===== src/rtl/decode_stage.sv =====
// decode_stage: combinational RV32I (+ optional RV32M) decoder feeding a 1- or 2-entry
// output buffer; both sides use valid/ready handshakes.
module decode_stage #(
    parameter int ENABLE_M     = 0,
    parameter int BUF_DEPTH    = 2,
    parameter int ZERO_RD_NOWE = 1
) (
    input  logic        clk,
    input  logic        rst,
    input  logic        in_valid,
    output logic        in_ready,
    input  logic [31:0] in_ir,
    input  logic [31:0] in_pc,
    input  logic        flush,
    output logic        out_valid,
    input  logic        out_ready,
    output logic [31:0] out_pc,
    output logic [4:0]  srcreg1_num,
    output logic [4:0]  srcreg2_num,
    output logic [4:0]  dstreg_num,
    output logic [31:0] imm,
    output logic [5:0]  alucode,
    output logic [1:0]  aluop1_type,
    output logic [1:0]  aluop2_type,
    output logic        reg_we,
    output logic        is_load,
    output logic        is_store,
    output logic        illegal,
    output logic [1:0]  o_dbg_count
);

    localparam logic [5:0] ALU_LUI  = 6'd0,  ALU_JAL  = 6'd1,  ALU_JALR = 6'd2;
    localparam logic [5:0] ALU_BEQ  = 6'd3,  ALU_BNE  = 6'd4,  ALU_BLT  = 6'd5;
    localparam logic [5:0] ALU_BGE  = 6'd6,  ALU_BLTU = 6'd7,  ALU_BGEU = 6'd8;
    localparam logic [5:0] ALU_LB   = 6'd9,  ALU_LH   = 6'd10, ALU_LW   = 6'd11;
    localparam logic [5:0] ALU_LBU  = 6'd12, ALU_LHU  = 6'd13, ALU_SB   = 6'd14;
    localparam logic [5:0] ALU_SH   = 6'd15, ALU_SW   = 6'd16, ALU_ADD  = 6'd17;
    localparam logic [5:0] ALU_SUB  = 6'd18, ALU_XOR  = 6'd19, ALU_OR   = 6'd20;
    localparam logic [5:0] ALU_AND  = 6'd21, ALU_SLL  = 6'd22, ALU_SRL  = 6'd23;
    localparam logic [5:0] ALU_SRA  = 6'd24, ALU_SLT  = 6'd25, ALU_SLTU = 6'd26;
    localparam logic [5:0] ALU_MUL  = 6'd27;
    localparam logic [5:0] ALU_NOP  = 6'd63;

    localparam logic [1:0] OP_TYPE_NONE = 2'd0, OP_TYPE_REG = 2'd1;
    localparam logic [1:0] OP_TYPE_IMM  = 2'd2, OP_TYPE_PC  = 2'd3;

    localparam logic [6:0] OPC_OP      = 7'h33, OPC_OPIMM  = 7'h13, OPC_LUI    = 7'h37;
    localparam logic [6:0] OPC_AUIPC   = 7'h17, OPC_JAL    = 7'h6F, OPC_JALR   = 7'h67;
    localparam logic [6:0] OPC_BRANCH  = 7'h63, OPC_LOAD   = 7'h03, OPC_STORE  = 7'h23;
    localparam logic [6:0] OPC_SYSTEM  = 7'h73, OPC_MISCMEM = 7'h0F;

    typedef struct packed {
        logic [31:0] pc;
        logic [4:0]  src1;
        logic [4:0]  src2;
        logic [4:0]  dst;
        logic [31:0] imm;
        logic [5:0]  alucode;
        logic [1:0]  op1_type;
        logic [1:0]  op2_type;
        logic        reg_we;
        logic        is_load;
        logic        is_store;
        logic        illegal;
    } entry_t;

    typedef enum logic [1:0] {
        ST_EMPTY = 2'd0,
        ST_ONE   = 2'd1,
        ST_FULL  = 2'd2
    } state_t;

    function automatic logic [5:0] base_alu(input logic [2:0] f3, input logic alt);
        case (f3)
            3'd0:    return alt ? ALU_SUB : ALU_ADD;
            3'd1:    return ALU_SLL;
            3'd2:    return ALU_SLT;
            3'd3:    return ALU_SLTU;
            3'd4:    return ALU_XOR;
            3'd5:    return alt ? ALU_SRA : ALU_SRL;
            3'd6:    return ALU_OR;
            default: return ALU_AND;
        endcase
    endfunction

    logic [6:0]  w_opcode;
    logic [2:0]  w_funct3;
    logic [6:0]  w_funct7;
    logic [4:0]  w_rd, w_rs1, w_rs2;
    logic [31:0] w_imm_i, w_imm_s, w_imm_b, w_imm_u, w_imm_j, w_imm_sh;
    logic        w_legal;
    logic        w_writes_rd;
    entry_t      w_dec;

    assign w_opcode = in_ir[6:0];
    assign w_funct3 = in_ir[14:12];
    assign w_funct7 = in_ir[31:25];
    assign w_rd     = in_ir[11:7];
    assign w_rs1    = in_ir[19:15];
    assign w_rs2    = in_ir[24:20];
    assign w_imm_i  = {{20{in_ir[31]}}, in_ir[31:20]};
    assign w_imm_s  = {{20{in_ir[31]}}, in_ir[31:25], in_ir[11:7]};
    assign w_imm_b  = {{19{in_ir[31]}}, in_ir[31], in_ir[7], in_ir[30:25], in_ir[11:8], 1'b0};
    assign w_imm_u  = {in_ir[31:12], 12'd0};
    assign w_imm_j  = {{11{in_ir[31]}}, in_ir[31], in_ir[19:12], in_ir[20], in_ir[30:21], 1'b0};
    // Shift-immediates carry only the shift amount, not the funct7 bits.
    assign w_imm_sh = {27'd0, in_ir[24:20]};

    always_comb begin
        w_dec         = '0;
        w_dec.pc      = in_pc;
        w_dec.alucode = ALU_NOP;
        w_legal       = (in_ir[1:0] == 2'b11);
        w_writes_rd   = 1'b0;
        case (w_opcode)
            OPC_OP: begin
                w_dec.src1     = w_rs1;
                w_dec.src2     = w_rs2;
                w_dec.dst      = w_rd;
                w_dec.op1_type = OP_TYPE_REG;
                w_dec.op2_type = OP_TYPE_REG;
                w_writes_rd    = 1'b1;
                if (w_funct7 == 7'b0000000) begin
                    w_dec.alucode = base_alu(w_funct3, 1'b0);
                end else if (w_funct7 == 7'b0100000 && (w_funct3 == 3'd0 || w_funct3 == 3'd5)) begin
                    w_dec.alucode = base_alu(w_funct3, 1'b1);
                end else if (w_funct7 == 7'b0000001 && ENABLE_M != 0) begin
                    w_dec.alucode = ALU_MUL + {3'b000, w_funct3};
                end else begin
                    w_legal = 1'b0;
                end
            end
            OPC_OPIMM: begin
                w_dec.src1     = w_rs1;
                w_dec.dst      = w_rd;
                w_dec.op1_type = OP_TYPE_REG;
                w_dec.op2_type = OP_TYPE_IMM;
                w_writes_rd    = 1'b1;
                if (w_funct3 == 3'd1) begin
                    w_dec.imm     = w_imm_sh;
                    w_dec.alucode = ALU_SLL;
                    w_legal       = w_legal && (w_funct7 == 7'b0000000);
                end else if (w_funct3 == 3'd5) begin
                    w_dec.imm     = w_imm_sh;
                    w_dec.alucode = base_alu(3'd5, w_funct7[5]);
                    w_legal       = w_legal && (w_funct7 == 7'b0000000 || w_funct7 == 7'b0100000);
                end else begin
                    w_dec.imm     = w_imm_i;
                    w_dec.alucode = base_alu(w_funct3, 1'b0);
                end
            end
            OPC_LUI: begin
                w_dec.dst      = w_rd;
                w_dec.imm      = w_imm_u;
                w_dec.alucode  = ALU_LUI;
                w_dec.op1_type = OP_TYPE_NONE;
                w_dec.op2_type = OP_TYPE_IMM;
                w_writes_rd    = 1'b1;
            end
            OPC_AUIPC: begin
                w_dec.dst      = w_rd;
                w_dec.imm      = w_imm_u;
                w_dec.alucode  = ALU_ADD;
                w_dec.op1_type = OP_TYPE_PC;
                w_dec.op2_type = OP_TYPE_IMM;
                w_writes_rd    = 1'b1;
            end
            OPC_JAL: begin
                w_dec.dst      = w_rd;
                w_dec.imm      = w_imm_j;
                w_dec.alucode  = ALU_JAL;
                w_dec.op1_type = OP_TYPE_PC;
                w_dec.op2_type = OP_TYPE_IMM;
                w_writes_rd    = 1'b1;
            end
            OPC_JALR: begin
                w_dec.src1     = w_rs1;
                w_dec.dst      = w_rd;
                w_dec.imm      = w_imm_i;
                w_dec.alucode  = ALU_JALR;
                w_dec.op1_type = OP_TYPE_REG;
                w_dec.op2_type = OP_TYPE_IMM;
                w_writes_rd    = 1'b1;
                w_legal        = w_legal && (w_funct3 == 3'd0);
            end
            OPC_BRANCH: begin
                w_dec.src1     = w_rs1;
                w_dec.src2     = w_rs2;
                w_dec.imm      = w_imm_b;
                w_dec.op1_type = OP_TYPE_REG;
                w_dec.op2_type = OP_TYPE_REG;
                case (w_funct3)
                    3'd0:    w_dec.alucode = ALU_BEQ;
                    3'd1:    w_dec.alucode = ALU_BNE;
                    3'd4:    w_dec.alucode = ALU_BLT;
                    3'd5:    w_dec.alucode = ALU_BGE;
                    3'd6:    w_dec.alucode = ALU_BLTU;
                    3'd7:    w_dec.alucode = ALU_BGEU;
                    default: w_legal = 1'b0;
                endcase
            end
            OPC_LOAD: begin
                w_dec.src1     = w_rs1;
                w_dec.dst      = w_rd;
                w_dec.imm      = w_imm_i;
                w_dec.op1_type = OP_TYPE_REG;
                w_dec.op2_type = OP_TYPE_IMM;
                w_dec.is_load  = 1'b1;
                w_writes_rd    = 1'b1;
                case (w_funct3)
                    3'd0:    w_dec.alucode = ALU_LB;
                    3'd1:    w_dec.alucode = ALU_LH;
                    3'd2:    w_dec.alucode = ALU_LW;
                    3'd4:    w_dec.alucode = ALU_LBU;
                    3'd5:    w_dec.alucode = ALU_LHU;
                    default: w_legal = 1'b0;
                endcase
            end
            OPC_STORE: begin
                w_dec.src1     = w_rs1;
                w_dec.src2     = w_rs2;
                w_dec.imm      = w_imm_s;
                w_dec.op1_type = OP_TYPE_REG;
                w_dec.op2_type = OP_TYPE_REG;
                w_dec.is_store = 1'b1;
                case (w_funct3)
                    3'd0:    w_dec.alucode = ALU_SB;
                    3'd1:    w_dec.alucode = ALU_SH;
                    3'd2:    w_dec.alucode = ALU_SW;
                    default: w_legal = 1'b0;
                endcase
            end
            OPC_SYSTEM, OPC_MISCMEM: begin
                w_dec.alucode = ALU_NOP;
            end
            default: w_legal = 1'b0;
        endcase
        if (!w_legal) begin
            w_dec         = '0;
            w_dec.pc      = in_pc;
            w_dec.alucode = ALU_NOP;
            w_dec.illegal = 1'b1;
        end else begin
            w_dec.reg_we = w_writes_rd && (ZERO_RD_NOWE == 0 || w_rd != 5'd0);
        end
    end

    // Handshake: a transfer happens on a cycle where valid && ready at the rising edge;
    // flush (and rst) override both sides, so nothing transfers while they are high.
    state_t r_state, w_state_nxt;
    entry_t r_head, r_tail, w_head_nxt, w_tail_nxt;
    logic   r_alive, r_in_ready;
    logic   w_push, w_pop;

    assign w_push = in_valid && in_ready && !flush;
    assign w_pop  = out_valid && out_ready && !flush;

    always_comb begin
        w_state_nxt = r_state;
        w_head_nxt  = r_head;
        w_tail_nxt  = r_tail;
        if (flush) begin
            w_state_nxt = ST_EMPTY;
        end else begin
            case (r_state)
                ST_EMPTY: begin
                    if (w_push) begin
                        w_head_nxt  = w_dec;
                        w_state_nxt = ST_ONE;
                    end
                end
                ST_ONE: begin
                    if (w_push && w_pop) begin
                        w_head_nxt = w_dec;
                    end else if (w_push) begin
                        w_tail_nxt  = w_dec;
                        w_state_nxt = ST_FULL;
                    end else if (w_pop) begin
                        w_state_nxt = ST_EMPTY;
                    end
                end
                ST_FULL: begin
                    if (w_pop) begin
                        w_head_nxt  = r_tail;
                        w_state_nxt = ST_ONE;
                    end
                end
                default: w_state_nxt = ST_EMPTY;
            endcase
        end
    end

    always_ff @(posedge clk) begin
        if (rst) begin
            r_state        <= ST_EMPTY;
            r_head         <= '0;
            r_head.alucode <= ALU_NOP;
            r_tail         <= '0;
            r_alive        <= 1'b0;
            r_in_ready     <= 1'b0;
        end else begin
            r_state    <= w_state_nxt;
            r_head     <= w_head_nxt;
            r_tail     <= w_tail_nxt;
            r_alive    <= 1'b1;
            r_in_ready <= (w_state_nxt != ST_FULL);
        end
    end

    // A single-entry buffer can only accept when the slot is free or draining this cycle.
    assign in_ready    = (BUF_DEPTH == 2) ? r_in_ready
                                          : (r_alive && (r_state == ST_EMPTY || out_ready));
    assign out_valid   = (r_state != ST_EMPTY);
    assign o_dbg_count = r_state;

    assign out_pc      = r_head.pc;
    assign srcreg1_num = r_head.src1;
    assign srcreg2_num = r_head.src2;
    assign dstreg_num  = r_head.dst;
    assign imm         = r_head.imm;
    assign alucode     = r_head.alucode;
    assign aluop1_type = r_head.op1_type;
    assign aluop2_type = r_head.op2_type;
    assign reg_we      = r_head.reg_we;
    assign is_load     = r_head.is_load;
    assign is_store    = r_head.is_store;
    assign illegal     = r_head.illegal;

endmodule

===== config.mk =====
export PLATFORM = sky130hd
export DESIGN_NAME = decode_stage
export DESIGN_NICKNAME = d
export VERILOG_FILES = /design/src/rtl/decode_stage.sv
export SDC_FILE = /design/constraint.sdc
export NUM_CORES = 1
export LEC_CHECK = 0
export BUFFER_PORTS_ARGS = -buffer_cell sky130_fd_sc_hd__buf_2
export CORE_AREA = 2 2 204 126
export CTS_BUF_LIST = sky130_fd_sc_hd__clkbuf_4 sky130_fd_sc_hd__clkbuf_8
export CTS_CLUSTER_SIZE = 8
export DETAILED_ROUTE_END_ITERATION = 16
export DIE_AREA = 0 0 206 128
export PLACE_DENSITY = 0.67
export SLEW_MARGIN = 10
export SYNTH_ARGS = -nofsm -noshare
export SYNTH_HDL_FRONTEND = slang
export SYNTH_SLANG_ARGS = --single-unit

===== constraint.sdc =====
create_clock -name clk -period 2.29 [get_ports clk]
set_input_delay 0.458 -clock clk [delete_from_list [all_inputs] [get_ports clk]]
set_output_delay 0.458 -clock clk [all_outputs]
set_load 0.01 [all_outputs]

# Word level (Yosys, flattened, before mapping)
# Index checks and enable logic that the tools add are counted.
[op_classes] n_reduce_logical=32 mux=42 n_bitwise=2 n_eq_ne=26
[ops] operator="$mux W93" n=3
[ops] operator="$pmux W93 S3" n=1
[ops] operator="$pmux W32 S6" n=1
[ops] operator="$mux W38" n=2
[ops] operator="$mux W57" n=1
[ops] operator="$pmux W4 S7" n=2
[ops] operator="$pmux W6 S9" n=1
[ops] operator="$pmux W6 S6" n=1
[ops] operator="$pmux W6 S5" n=1
[ops] operator="$eq A7 B6 Y1 const B" n=4
[ops] operator="$eq A7 B7 Y1 const B" n=4
[ops] operator="$pmux W4 S5" n=1
[ops] operator="$pmux W6 S3" n=1
[ops] operator="$pmux W4 S4" n=1
[ops] operator="$mux W5" n=3
[ops] operator="$eq A7 B5 Y1 const B" n=2
[ops] operator="$eq A3 B3 Y1 const B" n=4
[ops] operator="$mux W2" n=6
[ops] operator="$mux W6" n=2
[ops] operator="$reduce_or A6 Y1" n=2
[ops] operator="$mux W1" n=11
[ops] operator="$logic_and A1 B1 Y1" n=10
[ops] operator="$reduce_or A5 Y1" n=2
[ops] operator="$reduce_or A3 Y1" n=3
[ops] operator="24 further kinds" n=33
[totals] output_inout_bits=97 register_bits=189 in_bits=69 elab_cells=128

# Logic depth before layout (Yosys ltp)
# Gate-level depths: netlist (run 1).
[depth] word_depth=9 mapped_depth=10

# Least setup slack after synthesis (run 1)
# OpenSTA, ideal clock, no wires.
[synth_timing] path_type="input -> register" start="input port in_ir[6]" end="register r_head, in the netlist imm[20]" setup_slack_ps=107 cell_stages=9 arrival_time_ps=2091 cell_sequence="buf_2 -> or2_0 -> a2111oi_2 -> o21a_1 -> buf_2 -> a21o_1 -> buf_4 -> a21oi_1 -> o32ai_1"
[synth_between] elab_chain_cells=6 word_cells_on_any_way=20
[synth_lines] element="start: declaration" line_no="12" rtl="input logic [31:0] in_ir,"
[synth_lines] element="$eq A7 B7 Y1 (tied with other cells)" line_no="115" rtl="case (w_opcode)"
[synth_lines] element="$reduce_or A5 Y1 (no source line) / $reduce_or A2 Y1 (equally long branches)"
[synth_lines] element="$pmux W1 S7 / $pmux W32 S6 (equally long branches)" line_no="115"
[synth_lines] element="$mux W57 *" line_no="238" rtl="if (!w_legal) begin"
[synth_lines] element="$mux W93, on equally long branches" line_no="273, 267"
[synth_lines] element="$pmux W93 S3 *" line_no="265" rtl="case (r_state)"
[synth_lines] element="end signal: assignment" line_no="303" rtl="r_head <= w_head_nxt;"
[synth_lines] element="end: declaration" line_no="251" rtl="entry_t r_head, r_tail, w_head_nxt, w_tail_nxt;"
# Every way passes the cells marked *; elsewhere a longest branch is shown, timed or not. The select of a mux whose other input is x is not followed.
# A chain may end at the register's enable or synchronous reset.

# Worst setup path in the final report (run 1)
[layout_timing] start="input port in_ir[4]" end="register r_tail[18] in the netlist's numbering"
[layout_between] elab_chain_cells=4 word_cells_on_any_way=17
[layout_lines] element="$eq A7 B7 Y1 (tied with other cells)" line_no="115"
[layout_lines] element="$reduce_or A5 Y1 (no source line) / $reduce_or A2 Y1 (equally long branches)"
[layout_lines] element="$pmux W1 S7 / $pmux W32 S6 (equally long branches)" line_no="115"
[layout_lines] element="$mux W57 *" line_no="238"
[layout_lines] element="end signal: assignment" line_no="304" rtl="r_tail <= w_tail_nxt;"
[layout_lines] element="end: declaration" line_no="251"
# Every way passes the cells marked *; elsewhere a longest branch is shown, timed or not.

==> flow_metrics.env, run 1 <==
export IMPL_cap_viol_max_count=0
export IMPL_synth_top_flop_cell="dfxtp_1"
export IMPL_drcViolationCount=0
export IMPL_antenna_found_initial=1
export IMPL_netlist_area_um2=8450
export IMPL_grtUsageTotal=0.222
export IMPL_hold_path_endpoint="r_tail[63]"
export IMPL_multi_input_area_um2=4260
export IMPL_ys_top_cells_by_area="dfxtp_1 45%, nand2_1 9.9%, a21oi_1 8.8%"
export IMPL_ant_nets=0
export IMPL_avgSynthCellArea_um2=7.75
export IMPL_ios=166
export IMPL_vias=8981
export IMPL_syn_to_final_growth_pct=27.8
export IMPL_syn_inst=1090
export IMPL_grt_setup_unrepaired="no"
export IMPL_hold_buffers=0
export IMPL_cts_buffer_depth=2
export IMPL_core_area_um2=24700
export IMPL_rows=45
export IMPL_synth_distinct_cells=63
export IMPL_fillers=2531
export IMPL_die_area_um2=26400
export IMPL_final_hold_viol_count=0
export IMPL_nets=1366
export IMPL_ys_ff_latch=189
export IMPL_critPathArrivalTime_ns=2.66
export IMPL_grt_pass1_wl_um=45600
export IMPL_critPathKind="primary input to flip-flop"
export IMPL_overflow=0
export IMPL_finalSetupTns_ns=0
export IMPL_hpwl_um=21000
export IMPL_power_mw=6.48
export IMPL_status="completed"
export IMPL_power_density_nw_per_um2=600
export IMPL_synth_top_cell_area_share=0.448
export IMPL_synth_top_area_cell="dfxtp_1"
export IMPL_worst_pin_slew_ns=0.861
export IMPL_io_buffer_count=165
export IMPL_maxSlewViolCount=0
export IMPL_initial_core_util=0.343
export IMPL_die_h_um=128
export IMPL_setup_worst_path_start_class="primary input"
export IMPL_r2r_start="in_ready"
export IMPL_p_leak_nw=4.33
export IMPL_synth_fp_nets=1159
export IMPL_async_flop_share=0
export IMPL_routed_wl_um=29800
export IMPL_via_per_inst=5.48
export IMPL_grt_pass1_vias=8013
export IMPL_reg2reg_to="r_tail[18]"
export IMPL_post_route_period_util=0.988
export IMPL_grt_max_degree=93
export IMPL_cp_end_kind="flip-flop"
export IMPL_drt_iter0_drc=887
export IMPL_fin_hold_ws_ns=0.223
export IMPL_yosys_warnings=0
export IMPL_placed_cells=1607
export IMPL_clock_skew_final_ns=0.0189
export IMPL_dr_pass1_iters=5
export IMPL_setup_viol=0
export IMPL_routedWlPerCell_um=18.2
export IMPL_cp_required_ns=2.68
export IMPL_holdPathStages=3
export IMPL_register_area_um2=3780
export IMPL_min_from="in_pc[2]"
export IMPL_numCtsBuffers=17
export IMPL_clk_insertion_delay_late_ns=0.47
export IMPL_synth_edf_count=0
export IMPL_r2r_slack_ns=0.03
export IMPL_die_w_um=206
export IMPL_fin_crit_ns=2.26
export IMPL_ctsResizeCount=1
export IMPL_cp_max_fo=13
export IMPL_clock_sinks=189
export IMPL_cts_clk_slew_worst_paths_ns=0.11
export IMPL_gp_congestion=0.983
export IMPL_rr_worst_depth=7
export IMPL_cts_htree_levels=4
export IMPL_slew_headroom=0.425
export IMPL_drive_gt1_frac=0.255
export IMPL_tritoncts="built"
export IMPL_min_path_type="primary input to flip-flop"
export IMPL_stdcell_count=1639
export IMPL_clock_fmax_mhz=442
export IMPL_cts_setup_buffers=0
export IMPL_ctsRootBufferMaster="clkbuf_8"
export IMPL_max_vdd_ir_drop_mv=0.448
export IMPL_synth_sequential_area_ratio=0.448
-- critical path, stage by stage --
cell,delay [ns]
buf_2,0.16
buf_4,0.16
and3b_1,0.28
o21ai_0,0.12
a2111oi_1,0.76
buf_4,0.23
nand2_1,0.08
buf_4,0.21
o21ai_0,0.18
-- cells in the mapped netlist (4+ instances only) --
master and instances:
a211oi_1 18, a21oi_1 148, a22oi_1 5, a311oi_1 33, a31oi_1 13, and3_1 25
buf_1 4, buf_2 13, clkbuf_1 83, dfxtp_1 189, inv_1 6, nand2_1 222
nand2b_1 7, nand3_1 39, nand3b_1 6, nand4_1 17, nor2_1 71, nor2b_1 5
nor3_1 11, nor4_1 4, o211a_1 5, o21ai_0 45, o21ai_1 25, o31ai_1 8
o32ai_1 21, or3_1 6
-- cells by family (layout without fill, tap and decap cells) --
group                     after synthesis  after routing  synth area share
AOI/OAI and AO/OA                     355            355             0.263
DFF                                   189            189             0.448
muxes                                   1              1           0.00118
other                                   0              1                 0
and+or+nand+nor                       432            432             0.233
xor gates and xnor gates                3              3           0.00311
buffers and inverters                 110            329            0.0526
-- cell usage in the layout, fill, tap and decap left out, types with 18 or more instances in the layout --
| master | n |
|---|---|
| nand2_1 | 222 |
| dfxtp_1 | 189 |
| buf_2 | 164 |
| a21oi_1 | 147 |
| buf_4 | 116 |
| nor2_1 | 71 |
| o21ai_0 | 45 |
| nand3_1 | 38 |
| a311oi_1 | 33 |
| o21ai_1 | 25 |
| and3_1 | 25 |
| o32ai_1 | 21 |
| a211oi_1 | 18 |
| clkbuf_8 | 18 |
-- per-layer routing --
metal | global-route usage | vias up | share of wire
met5 | 0 | - | 0.00044
met4 | 0.0378 | 2 | 0.0077
met3 | 0.0666 | 22 | 0.10
met2 | 0.303 | 389 | 0.41
met1 | 0.340 | 4241 | 0.48
li1 | - | 4327 | -
-- flip-flops by register name, summed over array words and instances (netlist names), 2 cells and up --
signal	cells
srcreg2_num	5
alucode	6
srcreg1_num	5
o_dbg_count	2
dstreg_num	5
aluop1_type	2
imm	32
r_tail	93
aluop2_type	2
out_pc	32
-- layout make-up --
type	instances	area share
diodes	1	0.000232
flip-flops and latches	189	0.350
multi-input cells	791	0.394
well taps	329	0.0381
clock inverters	12	0.0138
repair buffers	291	0.177
inverters	7	0.00243
clock buffers	19	0.0236
-- power breakdown --
group / internal, mW / switching [mW] / leakage, nW / total (mW)
Clock: 1.04 / 1.30 / 0.197 / 2.34
Sequential: 3.35 / 0.0372 / 1.53 / 3.38
Combinational: 0.302 / 0.454 / 2.60 / 0.755
Total: 4.69 / 1.79 / 4.33 / 6.48
-- stage by stage --
stage	cell area (um2)	utilization	worst slack, ns
2_1_floorplan	8450	-	0.107
5_1_grt	10800	0.438	0.000249
3_5_place_dp	10400	0.421	-0.559
3_3_place_gp	10400	0.421	-0.433
4_1_cts	10800	0.438	0.0883
6_report	10800	0.438	0.0271
-- worst max-delay path by stage --
stage              from         end  cells after the start
4_1_cts        in_ready  r_tail[18]                      7
2_1_floorplan  in_ir[6]     imm[20]                      9
3_5_place_dp   in_ir[4]  r_tail[18]                      9
3_3_place_gp   in_ir[4]  r_tail[16]                      9
6_report       in_ir[4]  r_tail[18]                      9
5_1_grt        in_ready  r_tail[17]                      7
Power figures use the tool's default switching activity.
==> run 2: changes to the inputs <==
--- a/config.mk
+++ b/config.mk
@@ -6,12 +6,14 @@
 export NUM_CORES = 1
 export LEC_CHECK = 0
 export BUFFER_PORTS_ARGS = -buffer_cell sky130_fd_sc_hd__buf_2
+export CELL_PAD_IN_SITES_DETAIL_PLACEMENT = 1
+export CELL_PAD_IN_SITES_GLOBAL_PLACEMENT = 1
 export CORE_AREA = 2 2 204 126
 export CTS_BUF_LIST = sky130_fd_sc_hd__clkbuf_4 sky130_fd_sc_hd__clkbuf_8
 export CTS_CLUSTER_SIZE = 8
 export DETAILED_ROUTE_END_ITERATION = 16
 export DIE_AREA = 0 0 206 128
-export PLACE_DENSITY = 0.67
+export PLACE_DENSITY = 0.84
 export SLEW_MARGIN = 10
 export SYNTH_ARGS = -nofsm -noshare
 export SYNTH_HDL_FRONTEND = slang
==> run 2 against run 1 <==
Worst hold slack lost 0.011 ns. Maximum frequency grew 7.2%. First-iteration DRC count shrank 18%. Sequential power is essentially flat. Global-route usage grew 2.7 points. Clock skew shrank 0.0036 ns. Largest power group unchanged.
==> flow_metrics.env, run 2 (synthesized netlist as in run 1, its figures left out) <==
export IMPL_finalSetupTns_ns=0
export IMPL_power_density_nw_per_um2=617
export IMPL_hold_buffers=0
export IMPL_top_register="r_tail"
export IMPL_clock_fmax_mhz=474
export IMPL_stdcell_count=1647
export IMPL_drive_gt1_frac=0.260
export IMPL_setup_worst_path_start_class="primary input"
export IMPL_p_switching_mw=1.88
export IMPL_worst_pin_slew_ns=0.653
export IMPL_cp_required_ns=2.64
export IMPL_die_h_um=128
export IMPL_numCtsBuffers=17
export IMPL_placed_cells=1615
export IMPL_nets=1374
export IMPL_p_comb_frac=0.115
export IMPL_drt_iter0_drc=731
export IMPL_pwr_share_clk=0.382
export IMPL_ctsRootBufferMaster="clkbuf_8"
export IMPL_critPathKind="primary input to flip-flop"
export IMPL_maxSlewViolCount=0
export IMPL_pre_cts_ws_ns=-0.329
export IMPL_p_int_mw=4.84
export IMPL_clock_sinks=189
export IMPL_ios=166
export IMPL_dr_pass1_iters=5
export IMPL_layout_common_cells="222 x nand2_1, 189 x dfxtp_1, 164 x buf_2, 147 x a21oi_1, 125 x buf_4"
export IMPL_slew_headroom=0.561
export IMPL_antenna_found_initial=0
export IMPL_cp_cell_sequence="buf_2 -> xnor2_1 -> a21boi_0 -> o32a_1 -> nand3_1 -> a31oi_1 -> a211oi_1"
export IMPL_clk_insertion_delay_late_ns=0.49
export IMPL_grt_max_degree=93
export IMPL_cap_viol_max_count=0
export IMPL_grtUsageTotal=0.248
export IMPL_io_buffer_count=165
export IMPL_overflow=0
export IMPL_antenna_diode_count=0
export IMPL_cts_clk_slew_worst_paths_ns=0.11
export IMPL_cts_setup_buffers=0
export IMPL_via_per_inst=5.59
export IMPL_syn_to_final_growth_pct=28.9
export IMPL_core_area_um2=24700
export IMPL_cp_max_fo=6
export IMPL_grt_setup_unrepaired="no"
export IMPL_cpPeakStageDelay_ns=0.55
export IMPL_cp_end_kind="flip-flop"
export IMPL_die_w_um=206
export IMPL_ant_nets=0
export IMPL_fin_ws_ns=0.179
export IMPL_largest_reg_flops=93
export IMPL_cts_htree_levels=4
export IMPL_switching_share=0.280
export IMPL_routed_wl_um=32600
export IMPL_final_hold_viol_count=0
export IMPL_initial_core_util=0.343
export IMPL_die_area_um2=26400
export IMPL_cts_buffer_depth=2
export IMPL_max_vdd_ir_drop_mv=0.453
export IMPL_critPathArrivalTime_ns=2.46
export IMPL_post_route_period_util=0.922
export IMPL_p_leak_nw=4.39
export IMPL_clock_skew_final_ns=0.0153
export IMPL_fin_crit_ns=2.11
export IMPL_status="completed"
export IMPL_vias=9214
export IMPL_drcViolationCount=0
export IMPL_setup_viol=0
export IMPL_cp_slowest_cell="a21boi_0"
export IMPL_rows=45
export IMPL_hpwl_um=23100
export IMPL_gp_congestion=0.976
export IMPL_grt_pass1_vias=9164
export IMPL_layout_commonest_cell="nand2_1"
export IMPL_p_seq_frac=0.504
export IMPL_routedWlPerCell_um=19.8
export IMPL_tritoncts="built"
export IMPL_grt_pass1_wl_um=51300
export IMPL_min_path_type="primary input to flip-flop"
-- run 2: through the flow --
stage	utilization	instance area (um2)	power, mW	hold WS [ns]
after detailed placement	0.423	10400	4.22	0.434
after global routing	0.442	10900	6.99	0.189
after global placement	0.423	10400	4.21	0.427
after CTS	0.441	10900	6.77	0.184
after floorplan	-	8450	3.81	0.417
final	0.442	10900	6.72	0.212
-- run 2: layer usage --
| metal | routed length [um] | vias to the layer above | share of wire | track usage |
|---|---|---|---|---|
| met4 | 303 | 0 | 0.0093 | 0.0475 |
| met3 | 2130 | 25 | 0.065 | 0.0519 |
| met5 | 0 | - | 0 | 0 |
| li1 | - | 4340 | - | - |
| met1 | 16300 | 4573 | 0.50 | 0.368 |
| met2 | 13900 | 276 | 0.43 | 0.370 |
-- run 2: worst paths after layout --
kind / depth (start not counted) / end / slack, ns / startpoint
setup / recovery: 7 / dstreg_num[2] / 0.18 / in_ir[14]
hold / removal: 3 / r_tail[83] / 0.21 / in_pc[22]
setup reg to reg: 6 / r_tail[92] / 0.20 / o_dbg_count[1]
hold reg to reg: 2 / r_tail[42] / 0.45 / r_tail[42]
-- run 2: power groups by stage --
stage | clock [mW] | sequential (mW) | combinational [mW]
4_1_cts | 2.61 | 3.39 | 0.767
2_1_floorplan | 0 | 3.48 | 0.326
5_1_grt | 2.75 | 3.39 | 0.841
3_5_place_dp | 0 | 3.46 | 0.763
3_3_place_gp | 0 | 3.46 | 0.749
6_report | 2.56 | 3.39 | 0.772
-- run 2: worst max-delay path, delay by kind of cell --
kind                      cells  cell delay [ns]
AOI/OAI and AO/OA             4             1.50
and+or+nand+nor               1             0.22
xor gates and xnor gates      1             0.15
buffers and inverters         1             0.13
-- run 2: timing repair --
item                                    CTS  global route
gates resized for setup                   1             1
endpoints found under the hold margin     0             0
endpoints found under the setup margin    1            19
-- run 2: layout make-up --
| type | count | area (um2) |
|---|---|---|
| Sequential cell | 189 | 3780 |
| Multi-Input combinational cell | 791 | 4260 |
| Timing Repair Buffer | 299 | 1960 |
| Fill cell | 3036 | 13800 |
| Tap cell | 329 | 412 |
| Clock inverter | 13 | 190 |
| Clock buffer | 19 | 262 |
| Inverter | 7 | 26.3 |
